$ cat src/rtl/cr_kme_bimc_chain_master.sv
// KME BIMC daisy-chain serial master.
// Shifts one parallel command frame out on bimc_odat (bimc_osync marks the first bit), captures
// the frame returning from the end of the chain and presents it on a valid/ack response port.
// Optional feature macro: CR_KME_BIMC_PARITY_EN appends an even-parity bit to the tx frame and
// checks the parity bit of the returned frame.
module cr_kme_bimc_chain_master #(
    parameter int unsigned FRAME_W = 32,
    parameter int unsigned TIMEOUT = 1024
) (
    input  logic               clk,
    input  logic               rst_n,
    input  logic [FRAME_W-1:0] cmd_data,
    input  logic               cmd_valid,
    output logic               cmd_ready,
    output logic [FRAME_W-1:0] rsp_data,
    output logic               rsp_valid,
    input  logic               rsp_ack,
    output logic               rsp_timeout,
    output logic               rsp_sync_err,
    output logic               rsp_perr,
    output logic               bimc_odat,
    output logic               bimc_osync,
    input  logic               bimc_idat,
    input  logic               bimc_isync
);

`ifdef CR_KME_BIMC_PARITY_EN
    localparam int unsigned FRM_L = FRAME_W + 1;
`else
    localparam int unsigned FRM_L = FRAME_W;
`endif
    localparam int unsigned CNT_W = $clog2(FRM_L + 1);
    localparam int unsigned TO_W  = $clog2(TIMEOUT);

    localparam logic [CNT_W-1:0] CNT_ONE  = CNT_W'(1);
    localparam logic [CNT_W-1:0] CNT_FULL = CNT_W'(FRM_L);
    localparam logic [CNT_W-1:0] CNT_LAST = CNT_W'(FRM_L - 1);
    localparam logic [TO_W-1:0]  TO_ONE   = TO_W'(1);
    localparam logic [TO_W-1:0]  TO_LAST  = TO_W'(TIMEOUT - 1);

    localparam logic [1:0] ST_IDLE = 2'd0;
    localparam logic [1:0] ST_BUSY = 2'd1;
    localparam logic [1:0] ST_RESP = 2'd2;

    logic [1:0]         r_state;
    logic [1:0]         w_state_d;

    logic [FRM_L-1:0]   r_tx_sr;      // bits still to be sent, next bit at the MSB
    logic [CNT_W-1:0]   r_tx_cnt;     // bits already placed on bimc_odat
    logic               r_odat;
    logic               r_osync;

    logic [FRM_L-1:0]   r_rx_sr;
    logic [CNT_W-1:0]   r_rx_cnt;     // bits captured so far
    logic               r_rx_act;
    logic               r_rx_done;
    logic               r_sync_err;

    logic [TO_W-1:0]    r_to_cnt;

    logic               r_rsp_valid;
    logic [FRAME_W-1:0] r_rsp_data;
    logic               r_rsp_timeout;
    logic               r_rsp_perr;

    logic [FRM_L-1:0]   w_tx_frame;
    logic [FRM_L-1:0]   w_rx_next;
    logic [FRM_L-1:0]   w_rx_frame;
    logic [FRAME_W-1:0] w_rsp_frame;
    logic               w_perr;
    logic               w_accept;
    logic               w_busy;
    logic               w_tx_done;
    logic               w_rx_start;
    logic               w_rx_last;
    logic               w_done;
    logic               w_timeout;
    logic               w_exit;

`ifdef CR_KME_BIMC_PARITY_EN
    assign w_tx_frame  = {cmd_data, ^cmd_data};
    assign w_rsp_frame = w_rx_frame[FRM_L-1:1];
    assign w_perr      = w_rx_frame[0] ^ (^w_rx_frame[FRM_L-1:1]);
`else
    assign w_tx_frame  = cmd_data;
    assign w_rsp_frame = w_rx_frame;
    assign w_perr      = 1'b0;
`endif

    assign w_accept   = (r_state == ST_IDLE) & cmd_valid;
    assign w_busy     = (r_state == ST_BUSY);
    assign w_tx_done  = (r_tx_cnt == CNT_FULL);
    // Capture is single-shot per command; isync after the frame has been taken is ignored.
    assign w_rx_start = w_busy & ~r_rx_act & ~r_rx_done & bimc_isync;
    assign w_rx_last  = w_busy & r_rx_act & (r_rx_cnt == CNT_LAST);
    assign w_rx_next  = {r_rx_sr[FRM_L-2:0], bimc_idat};
    // The last bit is sampled in the exit cycle, so take it straight from the input.
    assign w_rx_frame = r_rx_done ? r_rx_sr : w_rx_next;
    assign w_done     = w_busy & w_tx_done & (r_rx_done | w_rx_last);
    assign w_timeout  = w_busy & (r_to_cnt == TO_LAST) & ~w_done;
    assign w_exit     = w_done | w_timeout;

    assign cmd_ready    = (r_state == ST_IDLE);
    assign rsp_valid    = r_rsp_valid;
    assign rsp_data     = r_rsp_data;
    assign rsp_timeout  = r_rsp_timeout;
    assign rsp_sync_err = r_sync_err;
    assign rsp_perr     = r_rsp_perr;
    assign bimc_odat    = r_odat;
    assign bimc_osync   = r_osync;

    // Next-state decode for the IDLE/BUSY/RESP sequencer.
    always_comb begin
        w_state_d = r_state;
        case (r_state)
            ST_IDLE: if (cmd_valid) w_state_d = ST_BUSY;
            ST_BUSY: if (w_exit)    w_state_d = ST_RESP;
            ST_RESP: if (rsp_ack)   w_state_d = ST_IDLE;
            default:                w_state_d = ST_IDLE;
        endcase
    end

    // State register.
    always_ff @(posedge clk or negedge rst_n) begin
        if (!rst_n) r_state <= ST_IDLE;
        else        r_state <= w_state_d;
    end

    // Transmitter: first bit and osync go out in the cycle after acceptance; abandoned on timeout.
    always_ff @(posedge clk or negedge rst_n) begin
        if (!rst_n) begin
            r_tx_sr  <= '0;
            r_tx_cnt <= '0;
            r_odat   <= 1'b0;
            r_osync  <= 1'b0;
        end else if (w_accept) begin
            r_tx_sr  <= {w_tx_frame[FRM_L-2:0], 1'b0};
            r_tx_cnt <= CNT_ONE;
            r_odat   <= w_tx_frame[FRM_L-1];
            r_osync  <= 1'b1;
        end else if (w_busy) begin
            r_osync <= 1'b0;
            if (w_exit || w_tx_done) begin
                r_odat <= 1'b0;
            end else begin
                r_odat   <= r_tx_sr[FRM_L-1];
                r_tx_sr  <= {r_tx_sr[FRM_L-2:0], 1'b0};
                r_tx_cnt <= r_tx_cnt + CNT_ONE;
            end
        end
    end

    // Receiver: isync starts capture with that cycle's idat as the MSB; extra isync flags an error.
    always_ff @(posedge clk or negedge rst_n) begin
        if (!rst_n) begin
            r_rx_sr    <= '0;
            r_rx_cnt   <= '0;
            r_rx_act   <= 1'b0;
            r_rx_done  <= 1'b0;
            r_sync_err <= 1'b0;
        end else if (w_accept) begin
            r_rx_cnt   <= '0;
            r_rx_act   <= 1'b0;
            r_rx_done  <= 1'b0;
            r_sync_err <= 1'b0;
        end else if (w_busy) begin
            if (w_rx_start) begin
                r_rx_sr  <= w_rx_next;
                r_rx_cnt <= CNT_ONE;
                r_rx_act <= 1'b1;
            end else if (r_rx_act) begin
                r_rx_sr  <= w_rx_next;
                r_rx_cnt <= r_rx_cnt + CNT_ONE;
                if (bimc_isync) r_sync_err <= 1'b1;
                if (w_rx_last) begin
                    r_rx_act  <= 1'b0;
                    r_rx_done <= 1'b1;
                end
            end
        end
    end

    // Timeout counter: counts every BUSY cycle from acceptance.
    always_ff @(posedge clk or negedge rst_n) begin
        if (!rst_n)        r_to_cnt <= '0;
        else if (w_accept) r_to_cnt <= '0;
        else if (w_busy)   r_to_cnt <= r_to_cnt + TO_ONE;
    end

    // Response register: loaded on BUSY exit, held until acknowledged.
    always_ff @(posedge clk or negedge rst_n) begin
        if (!rst_n) begin
            r_rsp_valid   <= 1'b0;
            r_rsp_data    <= '0;
            r_rsp_timeout <= 1'b0;
            r_rsp_perr    <= 1'b0;
        end else if (w_accept) begin
            r_rsp_timeout <= 1'b0;
            r_rsp_perr    <= 1'b0;
        end else if (w_done) begin
            r_rsp_valid   <= 1'b1;
            r_rsp_data    <= w_rsp_frame;
            r_rsp_timeout <= 1'b0;
            r_rsp_perr    <= w_perr;
        end else if (w_timeout) begin
            r_rsp_valid   <= 1'b1;
            r_rsp_data    <= '0;
            r_rsp_timeout <= 1'b1;
            r_rsp_perr    <= 1'b0;
        end else if ((r_state == ST_RESP) && rsp_ack) begin
            r_rsp_valid <= 1'b0;
        end
    end

endmodule

$ cat config.mk
export PLATFORM = sky130hd
export DESIGN_NAME = cr_kme_bimc_chain_master
export DESIGN_NICKNAME = d
export VERILOG_FILES = /design/src/rtl/cr_kme_bimc_chain_master.sv
export SDC_FILE = /design/constraint.sdc
export NUM_CORES = 1
export LEC_CHECK = 0
export CORE_MARGIN = 1
export CORE_UTILIZATION = 44
export CTS_BUF_LIST = sky130_fd_sc_hd__clkbuf_2 sky130_fd_sc_hd__clkbuf_4 sky130_fd_sc_hd__clkbuf_8
export DETAILED_ROUTE_END_ITERATION = 10
export GPL_TIMING_DRIVEN = 0
export PLACE_DENSITY = 0.67
export SLEW_MARGIN = 30
export SYNTH_ARGS = -nofsm -noshare
export SYNTH_HDL_FRONTEND = slang
export SYNTH_SLANG_ARGS = --single-unit
$ cat constraint.sdc
create_clock -name clk -period 3.9 [get_ports clk]
set_input_delay 0.975 -clock clk [delete_from_list [all_inputs] [get_ports clk]]
set_output_delay 0.975 -clock clk [all_outputs]
set_load 0.01 [all_outputs]
==> impl_metrics.ini <==
[logic_synthesis]
synth_top_cell_area_share = 0.545
netlist_instances = 536
synth_top_family_by_area = multiplexers
ys_ff_latch = 126
synth_fp_nets = 578
synth_xor_area_frac = 0.00455
avgSynthCellArea_sq_um = 10.8
muxShareOfSynthArea = 0.187
synthTopCellsByArea = dfrtp_1 55%, mux2i_1 12%, nand2_1 7.8%
synth_cell_types = 49
ys_seq_area_frac = 0.545
syn_area_sq_um = 5780
yosysWarnings = 0
synth_simple_gate_area_share = 0.185
yosys.area.top_type = dfrtp_1
synth-adder-area-share = 0.00866
synth_compound_area_frac = 0.0348

[global_route]
grt_max_degree = 75
grt_use_met2 = 0.321
use_met1 = 0.244
antenna_found_initial = 0
grt.busiest_layer = met2
grt_overflow = 0
track_usage = 0.195
met3_usage = 0.0586
grt_pass1_vias = 4261
grt_pass1_wl_um = 20400

[setup_path]
slowest_delay_ns = 0.61
worst-path-buf-inv = 1
critPathLaunchType = flip-flop
rrSetupSlack_ns = 1.94
cp_slowest_cell = clkdlybuf4s50_1
rr_endpoint = rsp_data[11]
cp_data_arrival_time_ns = 1.69
cp-startpoint = r_state[1]
r2r_start = r_tx_cnt[0]
reg2regPathDepth = 8
cp.depth = 2
cp-end-kind = primary output
crit_required_ns = 2.92
path_cells = nor2_1 -> clkdlybuf4s50_1
endpoint = cmd_ready
worstSetupPathType = reg2out
path_delay_family = buffers and inverters
crit_path_max_fanout = 6

[placed_design]
gp_congestion = 0.807
portBuffers = 75
dp_hpwl_um = 8410
placed_area_sq_um = 6780

[die]
start_util = 0.454
dieHeight_um = 117
core-area_sq_um = 12700
io_pins = 77
die_w_um = 117
rows = 41
die_area_sq_um = 13600

[drt]
viasPerCell = 5.14
drt_iter0_drc = 201
dr.pass1.iters = 4
ant_nets = 0
wl_per_cell_um = 14.8
vias = 4195
drc = 0
wirelength_um = 12100

[timing]
fin_worst_skew_ns = 0.0121
holdWs_ns = 0.437
period_minus_slack_ns = 2.67
tightest_slew_ns = 0.705
rsz0062_at_grt = no
relSlewSlack = 0.530
drv_slew = 0
setup_violations = 0
tns_ns = 0
fmax_mhz = 375
hold_viol = 0
min_period_over_period = 0.684

[clocking]
cts-resized-gates = 0
cts_sinks = 126
cts_tree = built
cts_max_path_buffers = 2
tritoncts.num_buffers = 17
cts-root-buf = clkbuf_8
postCtsHoldBufs = 0
cts_setup_buffers = 0
clkSlewWorstSetupHoldPaths_ns = 0.08
htree_levels = 4
clock_latency_ns = 0.45

[finish]
final_common_cell = dfrtp_1
antenna_cells = 0
final_design_area_no_fill_sq_um = 7190
num-nets-final = 673
syn_to_final_growth_pct = 24.4
final_cell_mix = 126 x dfrtp_1, 120 x nand2_1, 74 x clkdlybuf4s50_1
drive_gt1_frac = 0.149

[pwr]
powerDensity_nw_per_um2 = 585
p_total_w = 0.00421
p_leak_nw = 3.08
vdd.ir_drop.worst_mv = 0.310

[worst_hold_path]
holdCritPathClass = in2async

[job]
max-cap-violations = 0

[outcome]
status = completed
-- power breakdown --
group / switching (W) / total [W] / internal (W)
registers: 0.000330 / 0.00204 / 0.00171
logic: 0.000462 / 0.000986 / 0.000523
clock network: 0.000516 / 0.00118 / 0.000665
total: 0.00131 / 0.00421 / 0.00290
-- state kept, by name (all words and copies together), names as in the netlist --
signal and count:
rsp_sync_err 1, r_rx_act 1, rsp_data 32, r_rx_done 1
r_rx_sr 32, rsp_timeout 1, r_tx_cnt 6, r_tx_sr 31
r_state 2, r_to_cnt 10, bimc_osync 1, r_rx_cnt 6
bimc_odat 1, rsp_valid 1
-- how the worst min path moves through the flow --
| stage | end | slack [ns] | from | cells after the start |
|---|---|---|---|---|
| final | r_tx_sr[27] | 0.44 | rst_n | 1 |
| after global routing | r_state[1] | 0.45 | rst_n | 1 |
| after global placement | r_tx_sr[12] | 0.46 | r_tx_sr[11] | 2 |
| after CTS | r_state[1] | 0.43 | rst_n | 1 |
| after detailed placement | r_tx_sr[22] | 0.47 | r_tx_sr[21] | 2 |
| after floorplan | r_tx_cnt[5] | 0.44 | r_tx_cnt[5] | 1 |
-- cell usage after synthesis (all sizes together) --
library cell and instances:
dfrtp 126, nand2 121, mux2i 72, nand3 67, mux2 32, buf 25, nor2 15, o21ai 13
clkbuf 9, a21oi 6, nand4 5, nor3 5, ha 4, inv 3, nor2b 3, nor3b 3
or3 3, xnor2 3, a211oi 2, nor4 2, a211o 1, a21boi 1, a221oi 1, a311oi 1
a31o 1, a31oi 1, a32o 1, and2 1, and2b 1, and3 1, and4 1, conb 1
nand2b 1, nand3b 1, o21a 1, o2bb2ai 1, o41ai 1
-- cell type report --
| cell class | count | area (sq um) |
|---|---|---|
| buffer | 34 | 186 |
| clock buffer | 21 | 270 |
| clock inverter | 11 | 141 |
| fill | 1174 | 5530 |
| inverter | 3 | 11.3 |
| multi-input combinational | 373 | 2430 |
| sequential | 126 | 3150 |
| tap | 172 | 215 |
| timing repair buffer | 76 | 783 |
-- layer usage --
| layer | part of all wire | vias to the layer above |
|---|---|---|
| met3 | 0.057 | 12 |
| met2 | 0.47 | 90 |
| li1 | - | 2043 |
| met4 | 0.011 | 0 |
| met5 | 0 | - |
| met1 | 0.46 | 2050 |
-- metrics by stage --
stage,std cells,setup WS (ns),utilization
4_1_cts,816,1.22,0.565
3_5_place_dp,784,1.10,0.533
6_report,816,1.23,0.565
5_1_grt,816,1.15,0.565
2_1_floorplan,536,1.80,-
3_3_place_gp,783,-3.03,0.530
-- cell families (layout without fill, tap and decap cells) --
group | after synthesis | count (layout)
buf+inv | 37 | 145
compound gates | 31 | 31
simple gates | 230 | 230
flops | 126 | 126
other cells | 1 | 1
fa+ha+maj | 4 | 4
xor+xnor | 3 | 3
mux | 104 | 104
Note: power is estimated with default switching activity, not from simulation.
